[config.mk]
export PLATFORM = sky130hd
export DESIGN_NAME = i2s_rx_drain_ctrl
export DESIGN_NICKNAME = d
export VERILOG_FILES = /design/src/rtl/i2s_rx_drain_ctrl.sv
export SDC_FILE = /design/constraint.sdc
export NUM_CORES = 1
export LEC_CHECK = 0
export ABC_AREA = 1
export CORE_ASPECT_RATIO = 0.5
export CORE_MARGIN = 3
export CORE_UTILIZATION = 23
export CTS_CLUSTER_DIAMETER = 100
export CTS_CLUSTER_SIZE = 14
export DETAILED_ROUTE_END_ITERATION = 8
export PLACE_DENSITY = 0.45
export RECOVER_POWER = 100
export SYNTH_ARGS = -nofsm -noshare
export SYNTH_HDL_FRONTEND = slang
export SYNTH_SLANG_ARGS = --single-unit
[constraint.sdc]
create_clock -name rclk -period 5.7 [get_ports rclk]
set_input_delay 0.855 -clock rclk [delete_from_list [all_inputs] [get_ports rclk]]
set_output_delay 0.855 -clock rclk [all_outputs]
set_load 0.1 [all_outputs]
[src/rtl/i2s_rx_drain_ctrl.sv]
// Read-side sequencer for the I2S receive FIFO (rclk domain).
// Latency: en in IDLE -> fifo_ren next cycle -> capture -> m_valid 3 cycles after en.
// Backpressure: m_left/m_right held stable and no FIFO reads while m_valid && !m_ready.
//
// Ports:
//   rclk, rst                       clock, synchronous active-high reset
//   en, stereo, frame_size, sign_ext drain enable and per-pair configuration
//   fifo_empty, fifo_full, fifo_ren, fifo_dout   FIFO read interface (1-cycle read latency)
//   m_valid, m_ready, m_left, m_right             sample-pair output stream
//   irq_thresh, irq, frame_cnt                    pair counting and threshold interrupt
//   overrun, clr_overrun                          sticky FIFO-full indicator
module i2s_rx_drain_ctrl #(
  parameter int DW    = 32,
  parameter int CNT_W = 16
) (
  input  logic             rclk,
  input  logic             rst,
  input  logic             en,
  input  logic             stereo,
  input  logic             frame_size,
  input  logic             sign_ext,
  input  logic             fifo_empty,
  input  logic             fifo_full,
  output logic             fifo_ren,
  input  logic [DW-1:0]    fifo_dout,
  output logic             m_valid,
  input  logic             m_ready,
  output logic [DW-1:0]    m_left,
  output logic [DW-1:0]    m_right,
  input  logic [CNT_W-1:0] irq_thresh,
  output logic             irq,
  output logic [CNT_W-1:0] frame_cnt,
  output logic             overrun,
  input  logic             clr_overrun
);

  typedef enum logic [1:0] {IDLE, ISSUE, CAPTURE, PRESENT} state_t;

  localparam logic [CNT_W-1:0] CNT_ONE = {{(CNT_W-1){1'b0}}, 1'b1};

  state_t           state, state_nxt;
  logic             slot;
  logic             sh_stereo, sh_frame_size, sh_sign_ext;
  logic [CNT_W-1:0] pair_cnt;
  logic [DW-1:0]    sample;
  logic             handshake;
  logic             relatch;

  assign m_valid   = (state == PRESENT);
  assign handshake = m_valid && m_ready;
  // Config is only sampled at a pair boundary: leaving IDLE or finishing a pair with en held.
  assign relatch   = ((state == IDLE) && en) || (handshake && en);

  // 16-bit samples live in word[15:0]; the upper bits are filled with the
  // sign bit only when sign extension is enabled.
  always_comb begin
    sample = fifo_dout;
    if (!sh_frame_size) begin
      sample = {{(DW-16){fifo_dout[15] & sh_sign_ext}}, fifo_dout[15:0]};
    end
  end

  always_comb begin
    state_nxt = state;
    fifo_ren  = 1'b0;
    case (state)
      IDLE: begin
        if (en) state_nxt = ISSUE;
      end
      ISSUE: begin
        if (!fifo_empty) begin
          fifo_ren  = 1'b1;
          state_nxt = CAPTURE;
        end
      end
      CAPTURE: begin
        state_nxt = (sh_stereo && !slot) ? ISSUE : PRESENT;
      end
      PRESENT: begin
        if (m_ready) state_nxt = en ? ISSUE : IDLE;
      end
      default: state_nxt = IDLE;
    endcase
    // Reset must suppress a read even though the state register has not yet cleared.
    if (rst) fifo_ren = 1'b0;
  end

  always_ff @(posedge rclk) begin
    if (rst) begin
      state         <= IDLE;
      slot          <= 1'b0;
      sh_stereo     <= 1'b0;
      sh_frame_size <= 1'b0;
      sh_sign_ext   <= 1'b0;
      m_left        <= '0;
      m_right       <= '0;
      irq           <= 1'b0;
      frame_cnt     <= '0;
      pair_cnt      <= '0;
      overrun       <= 1'b0;
    end else begin
      state <= state_nxt;
      irq   <= 1'b0;

      if (relatch) begin
        sh_stereo     <= stereo;
        sh_frame_size <= frame_size;
        sh_sign_ext   <= sign_ext;
        slot          <= 1'b0;
      end

      if (state == CAPTURE) begin
        if (sh_stereo && !slot) begin
          m_left <= sample;
          slot   <= 1'b1;
        end else begin
          m_right <= sample;
          if (!sh_stereo) m_left <= sample;
        end
      end

      if (handshake) begin
        frame_cnt <= frame_cnt + CNT_ONE;
        if (irq_thresh == '0) begin
          pair_cnt <= '0;
        end else if ((pair_cnt + CNT_ONE) == irq_thresh) begin
          irq      <= 1'b1;
          pair_cnt <= '0;
        end else begin
          pair_cnt <= pair_cnt + CNT_ONE;
        end
      end

      // A new full condition takes priority over a software clear in the same cycle.
      if (fifo_full && en) begin
        overrun <= 1'b1;
      end else if (clr_overrun) begin
        overrun <= 1'b0;
      end
    end
  end

endmodule

Word-level counts from Yosys, hierarchy flattened
Index checks and enable logic that the tools add are counted.

storage, ports and cells
  register bits = 104
  output and inout bits = 84

operators by class
  add/sub/neg operators = 2
  equality and inequality tests = 8
  muxes and demuxes = 20
  bitwise logic cells = 3
  reductions and logical operators = 14

operators with widths
  kind                                            count
  2-to-1 mux 32 bit                               3
  adder 16 x 1 -> 16 bit (second input constant)  2
  2-to-1 mux 16 bit                               2
  == test 16 bit                                  1
  logical NOT 16 bit                              1
  2-to-1 mux 1 bit                                10
  2-to-1 mux 2 bit                                4
  case mux 2 bit (4 select lines)                 1
  logical AND 1 bit                               5
  == test 2 bit (second input constant)           2
  != test 2 x 1 -> 1 bit (second input constant)  2
  != test 2 bit (second input constant)           2
  AND reduction 2 bit                             2
  AND reduction 3 bit                             1
  OR reduction 3 bit                              1
  == test 2 x 1 -> 1 bit (second input constant)  1
  logical NOT 2 bit                               1
  inverter 1 bit                                  2
  nonzero test 2 bit                              1
  AND 1 bit                                       1
  logical NOT 1 bit                               1
  logical OR 1 bit                                1

Depth between registers and ports, before layout
  depth in word-level cells = 7
  gate-level depth with buffers = 15

Least setup slack after synthesis
OpenSTA, ideal clock, no wires.

  path kind = input port to output port
  from = in rst
  to = out fifo_ren
  arrival time = 3.321 ns
  required time = 4.845 ns
  setup slack = 1.524 ns
  stages = 3
  cell sequence = clkbuf_1 > clkbuf_1 > nor3_1

between the ends
  longest elaborated chain between the ends = 1

ends and longest elaborated chain
  item              RTL line  text
  start, declared   17        input logic rst,
  2-to-1 mux 1 bit  85        if (rst) fifo_ren = 1'b0;
  end, declared     24        output logic fifo_ren,

No other way between the ends.

Worst setup path after layout
Ends and elaborated chain as after synthesis.

==> out/qor_table.md <==
| Item | This run | Unit |
|:---|:---|:---|
| Violations in the final reports | max-capacitance violations, max-slew violations | - |
| Wire per inst | 13.9 | µm |
| First-pass DRT Iterations | 4 | - |
| Chip height | 107 | µm |
| TritonCTS clock tree | yes | - |
| Shortest period the worst path allows | 4.36 | ns |
| Fin Hold WS | 0.458 | ns |
| Dominant combinational cell family by area after synthesis | simple AND/OR/NAND/NOR gates | - |
| Cells along the critical path | dlygate4sd3_1 > clkbuf_1 > nor3_1 > dlygate4sd3_1 | - |
| Setup total negative slack | 0 | ns |
| Core box area | 19,700 | µm² |
| Share of layout cells above drive strength 1 | 4.77 | % |
| Final std cells w/o fill | 1,063 | - |
| Fmax | 229 | MHz |
| Cells after synthesis | 666 | - |
| Root Driver | sky130_fd_sc_hd__clkbuf_16 | - |
| Synthesized-area fraction occupied by and/or/nand/nor cells | 27.8 | % |
| Total via count after detailed routing | 4,612 | - |
| Worst slew margin relative to its limit | -41.7 | % |
| Post-Syn Area | 4700 | µm² |
| Final Hold Viols | 0 | - |
| Most frequent CP cell | sky130_fd_sc_hd__dlygate4sd3_1 | - |
| Yosys reg bits | 104 | - |
| Number of gates given a new drive strength after cts | 0 | - |
| Effective utilization at floorplan | 23.8 | % |
| Worst setup slack before clock tree synthesis | 1.94 | ns |
| Remaining global-route overflow | 0 | - |
| Number of nets with antenna violations after routing | 0 | - |
| Worst-skew pair later-pin latency | 0.35 | ns |
| Number of DRC violations after detailed-routing iteration 0 | 209 | - |
| Slowest cell on the critical path | sky130_fd_sc_hd__dlygate4sd3_1 | - |
| CP delay by family, top | buffers and inverters | - |
| Port buffer count | 141 | - |
| Critical setup path kind | input port to output pin | - |
| Post-route cell area | 6680 | µm² |
| Compound-cell area share of the yosys netlist | 18.5 | % |
| Clock slew at the register clock pins of the worst setup and hold paths | 0.08 | ns |
| Number of buffers between clock root and the deepest sink | 2 | - |
| Number of warnings issued by yosys | 0 | - |
| Unique masters post-synth | 30 | - |
| Crit share post-route | 76.5 | % |
| CTS sink cnt | 104 | - |
| Placer congestion estimate | 0.761 | - |
| Placed cells | 1,047 | - |
| Largest fanout on the critical path | 26 | - |
| Final design utilization | 33.9 | % |
| Final count of pins violating max slew | 81 | - |
| Adder and majority gate portion of the synthesized area | 0.533 | % |
| Number of buffers inserted to repair setup after CTS | 0 | - |
| Total power after layout | 2.67 | mW |
| Dominant cells by area after synthesis | sky130_fd_sc_hd__dfxtp_1, sky130_fd_sc_hd__nand2_1, sky130_fd_sc_hd__a21oi_1, sky130_fd_sc_hd__nor2_1, sky130_fd_sc_hd__o21ai_0 | - |
| CTS H-tree lvls | 3 | - |
| All-Layer GR Usage | 13.4 | % |
| VDD IR-drop max | 261 | µV |
| Delay of the slowest critical-path stage | 1.26 | ns |
| Instance area at placement | 6350 | µm² |
| Required time at the worst-slack endpoint | 4.85 | ns |
| Average cell area after synthesis | 7.05 | µm² |
| Transition time of the tightest slew-check pin | 2.13 | ns |
| Leakage power total | 2.66 | nW |
| Final Routed Wirelength | 14,800 | µm |
| Critical path endpoint category | output pin | - |
| Run status | complete, but fails checks | - |
| Number of buffers created by CTS | 9 | - |
| Number of global-route vias before repair | 4,465 | - |
| Die area | 22,300 | µm² |
| Number of remaining DRC errors | 0 | - |
| Area leader, netlist | sky130_fd_sc_hd__dfxtp_1 | - |
| Row cnt | 36 | - |
| Worst Path Buf+Inv | 3 | - |
| Detailed-placement wirelength estimate | 10,300 | µm |
| Hold_buf cts | 0 | - |
| Number of fill cells | 2,138 | - |
| Data arrival time of the critical path | 3.51 | ns |
| Number of inserted diodes | 0 | - |
| Via density per instance | 4.34 | - |
| Synthesized-area fraction occupied by xor and xnor cells | 1.92 | % |
| Net count, final | 852 | - |
| DIE WIDTH | 208 | µm |
| Layout area overhead | 42.2 | % |
| Number of endpoints failing setup at the final stage | 0 | - |
| Antenna violations before repair | 0 | - |
| Setup Skew | 0.00707 | ns |
| Path class of the lowest-slack min-delay path | flip-flop to flip-flop | - |
| Worst-case setup margin in the final layout | 1.34 | ns |
| Power per cell area | 400 | nW/µm² |
| Seq/Total Area, Yosys | 44.3 | % |
| Max-cap viol count | 1 | - |
| Largest net degree at the start of global routing | 81 | - |
| Io pins | 142 | - |
| Portion of netlist area occupied by mux cells | 0 | % |
| Share of the synthesized area in the top cell type | 44.3 | % |
| Global-route wire length before repair | 24,100 | µm |
| Nets in the synthesized netlist | 726 | - |
| Unrepaired setup endpoints after global routing | no | - |
| Startpoint kind of the worst setup timing path | input port | - |
[layer usage]
metal / global-route usage (%) / wire [µm]
met5: 0 / 0
met4: 2.16 / 69
met1: 17.1 / 6860
met2: 22.9 / 7320
met3: 4.12 / 533
[cells in the mapped netlist, drive strengths merged]
cell type  instances
nand3             26
nor4               4
nand4             12
o21a               4
inv               54
xnor3              1
nand3b             5
clkbuf            26
xor2               2
dfxtp            104
ha                 2
nor2             118
and2               1
xnor2              3
xor3               1
o21ai             78
a21oi             87
o21bai             1
nor3               9
or2                1
nand2            122
buf                4
o22ai              1
[where the power goes]
part           leakage, nW  internal [mW]  switching [mW]
Combinational         1.64          0.218           0.846
Sequential           0.847          0.820          0.0514
Clock                0.171          0.435           0.303
Total                 2.66           1.47            1.20
[state kept, by name (all words and copies together) (netlist names)]
register       cells
frame_cnt         16
irq                1
m_left            32
m_right           32
overrun            1
pair_cnt          16
sh_frame_size      1
sh_sign_ext        1
sh_stereo          1
slot               1
state              2
[cell usage in the layout (no fill, tap or decap), types with 2 or more instances in the layout]
cell type and count:
sky130_fd_sc_hd__nand2_2 4, sky130_fd_sc_hd__dfxtp_1 104, sky130_fd_sc_hd__a21oi_1 87, sky130_fd_sc_hd__clkdlybuf4s50_1 54, sky130_fd_sc_hd__bufinv_16 3, sky130_fd_sc_hd__dlygate4sd3_1 87, sky130_fd_sc_hd__inv_6 2, sky130_fd_sc_hd__nor2_4 2
sky130_fd_sc_hd__o21ai_0 78, sky130_fd_sc_hd__o21a_1 4, sky130_fd_sc_hd__nand3b_1 5, sky130_fd_sc_hd__nor3_1 7, sky130_fd_sc_hd__nor2_2 7, sky130_fd_sc_hd__xor2_1 2, sky130_fd_sc_hd__clkbuf_16 9, sky130_fd_sc_hd__inv_1 53
sky130_fd_sc_hd__nor2_1 109, sky130_fd_sc_hd__nand2_1 117, sky130_fd_sc_hd__clkinv_4 2, sky130_fd_sc_hd__nor4_1 4, sky130_fd_sc_hd__buf_4 3, sky130_fd_sc_hd__xnor2_1 3, sky130_fd_sc_hd__nand3_1 26, sky130_fd_sc_hd__nand4_1 12
sky130_fd_sc_hd__ha_1 2, sky130_fd_sc_hd__nor3_2 2
[worst min-delay path: stages, from the launching register on]
cell	delay, ns
sky130_fd_sc_hd__dfxtp_1	0.31
sky130_fd_sc_hd__nand2_1	0.05
sky130_fd_sc_hd__a21oi_1	0.05
[cell type report]
type	count	area (µm²)	share of cell area (%)
multi-input cells	478	2270	34.0
flip-flops and latches	104	2080	31.2
repair buffers	145	1440	21.5
well taps	266	333	4.98
clock buffers	9	225	3.37
inverters	54	203	3.03
clock inverters	7	125	1.87
[path summary, 6_finish.rpt]
path / start / to / slack (ns) / cells after the start
max: rst / fifo_ren / 1.34 / 4
min: overrun$_SDFFE_PP0P_ / overrun$_SDFFE_PP0P_ / 0.46 / 2
max reg2reg: pair_cnt[0]$_SDFFE_PP0P_ / pair_cnt[2]$_SDFFE_PP0P_ / 3.31 / 10
min reg2reg: overrun$_SDFFE_PP0P_ / overrun$_SDFFE_PP0P_ / 0.46 / 2
[cells by family (layout without fill, tap and decap cells)]
kind of cell / count (synthesis) / after routing
AND/OR/NAND/NOR: 298 / 298
AO/OA/AOI/OAI: 171 / 171
flip-flops: 104 / 104
buffers and inverters: 84 / 215
XOR/XNOR: 7 / 7
adder cells (fa/ha/maj): 2 / 2
(Power assumes the default switching activity.)
==> variant, RTL diff (same settings) <==
The 4 states of `state_t` get a one-hot encoding in 4 bits.
--- a/src/rtl/i2s_rx_drain_ctrl.sv
+++ b/src/rtl/i2s_rx_drain_ctrl.sv
@@ -36,3 +36,3 @@
 
-  typedef enum logic [1:0] {IDLE, ISSUE, CAPTURE, PRESENT} state_t;
+  typedef enum logic [3:0] {IDLE = 4'b0001, ISSUE = 4'b0010, CAPTURE = 4'b0100, PRESENT = 4'b1000} state_t;
 
Formal check against the unedited RTL: no difference found for any inputs over 10 cycles, from zero or initial values and one cycle with rst high; not proved beyond that.
==> variant against the original RTL <==
  * Final cell count up 8.6%
  * Critical endpoint unchanged
  * Highest routed layer unchanged
  * Register-to-register slack worse by 0.22 ns
  * Count of clock-buffer cells in the layout unchanged
  * Worst setup slack improved by 0.23 ns
  * Synthesized area up 9.2%
  * Non-clock buffer count unchanged
  * Sequential cell count grew 2
  * Routed wire length increased by 3.5%
  * Final area rose by 5.6%
Power is not compared: it rests on default switching activity, and its combinational part moved more than twofold at a synthesized area within 25%.
==> variant: results (changes against the original RTL) <==
| Metric | Value |
|---|---|
| Largest registers | m_left x32, m_right x32 |
| Seq/Total Area, Yosys | 41.4% (-3.0 points) |
| Syn nets | 793 (+9.2%) |
| Setup Fix Bufs, Post-CTS | 0 (unchanged) |
| CP max FO | 28 (+7.7%) |
| Distinct cell type count of the synthesized netlist | 37 (+23%) |
| Vias | 4892 (+6.1%) |
| Number of global-route vias before repair | 4849 (+8.6%) |
| Leak Pwr | between 2 and 3 nW |
| Area contributors post-synth | dfxtp_1 (41%), nand2_1 (11%), a21oi_1 (8.8%) |
| HP Class | reg -> reg |
| # fillers | 2347 (+9.8%) |
| First DRT Iteration DRCs | 246 (+18%) |
| Vias per cell | 4.24 (-2.3%) |
| First-pass iteration count of the detailed router | 6 (+2) |
| Async SR Flop Fraction | 0% (unchanged) |
| Peak supply drop | 0.136 mV |
| Synth Flop Type | dfxtp_1 |
| H-tree levels | 3 (unchanged) |
| # diodes | 0 (unchanged) |
| GR Util met1 | 15.9% (-1.2 points) |
| Port-buffer cells | 141 (unchanged) |
| Ys Warns | 0 (unchanged) |
| CP arrival | 3.28 ns (-0.23 ns) |
| Gate Count Post-Synth | 733 (+10%) |
| First-pass GRT wire length | 25100 microns (+4.2%) |
| Routability congestion estimate | 0.794 (+4.4%) |
| Worst-margin pin slew | 1.41 ns (-0.719 ns) |
| Pin count of the biggest net entering global routing | 81 (unchanged) |
| Post-CTS resize count | 0 (unchanged) |
| Dpl cells | 1139 (+8.8%) |
| Met3 Track Usage GR | 2.65% (-1.5 points) |
| Placement-stage cell area | 6830 sq um (+7.6%) |
| Clock root cell | clkbuf_16 |
| WL/cell | 13.3 microns (-4.7%) |
| Share of layout cells above drive strength 1 | 7.54% (+2.8 points) |
| Total track usage | 12.7% (-0.68 points) |
| CTS buffer count | 9 (unchanged) |
| Final net count | 918 (+7.7%) |
| Dpl hpwl | 11200 microns (+8.4%) |
| Skew-Pair Late Insertion Delay | 0.34 ns |
| Status | finished clean |
| Clock skew | 0.00981 ns (+0.00274 ns) |
| Top cells by count, synth | nand2_1 (145), inv_1 (113), dfxtp_1 (106) |
| Longest Clk Path Bufs | 2 (unchanged) |
| Initial antenna violation count | 0 (unchanged) |
| Clock-pin slew on the worst setup and hold paths | ~0.070 ns |
| GR Util met2 | 22.8% (-0.14 points) |
[variant: cell types whose count changed after synthesis, sizes merged, moves of 4 or more]
| cell | before | now |
|---|---|---|
| nand3 | 26 | 37 |
| nor2 | 118 | 54 |
| nand2 | 122 | 162 |
| inv | 54 | 116 |
| a21oi | 87 | 100 |
| nand4 | 12 | 8 |
[variant: stage by stage]
stage          setup slack (ns)  utilization [%]
6_report                   1.57             33.3
5_1_grt                    1.37             33.3
4_1_cts                    2.65             33.5
3_5_place_dp               2.67             32.2
3_3_place_gp               2.64             32.2
2_1_floorplan              1.72                -
[variant: area by class of cell]
cell class              count  area (sq um)  area share [%]
inverters                 116           435            6.17
well taps                 292           365            5.18
multi-input cells         480          2430            34.5
flip-flops and latches    106          2120            30.1
repair buffers            145          1430            20.3
clock inverters             6          43.8           0.621
clock buffers               9           225            3.19
[variant: layer usage]
layer	share of wire, %	wire length [microns]	vias to the layer above
li1	-	-	2617
met1	48	7280	2191
met2	48	7350	73
met3	3.4	518	11
met4	0.97	149	0
met5	0	0	-
[variant: where the power goes]
group	internal, W	switching (W)	leakage, nW	total, W
logic	0.0000733	0.000119	1.79	0.000192
registers	0.000752	0.0000118	0.855	0.000764
clock network	0.000295	0.000287	0.120	0.000582
total	0.00112	0.000418	2.77	0.00154
[variant: path summary, 6_finish.rpt]
| path | start | slack [ns] | cells after the start | endpoint |
|---|---|---|---|---|
| worst max-delay path | rst | 1.57 | 4 | fifo_ren |
| worst min-delay path | m_right[25]$_SDFFE_PP0P_ | 0.44 | 2 | m_right[25]$_SDFFE_PP0P_ |
| worst max register to register | state[0]$_SDFFE_PP1P_ | 3.09 | 11 | frame_cnt[14]$_SDFFE_PP0N_ |
| worst min register to register | m_right[25]$_SDFFE_PP0P_ | 0.44 | 2 | m_right[25]$_SDFFE_PP0P_ |
[variant: critical path, cell delays in order]
cell           delay, ns
dlygate4sd3_1       0.53
clkbuf_1            0.54
nor3_1              0.44
clkbuf_1            0.90
[variant: cell families after synthesis]
| family | after synthesis | share of synthesized area, % |
|---|---|---|
| buffers and inverters | 147 | 10.9 |
| AOI/OAI and AO/OA | 189 | 20.0 |
| xor gates and xnor gates | 6 | 1.32 |
| DFF | 106 | 41.4 |
| adders and majority gates | 2 | 0.488 |
| and+or+nand+nor | 283 | 26.0 |
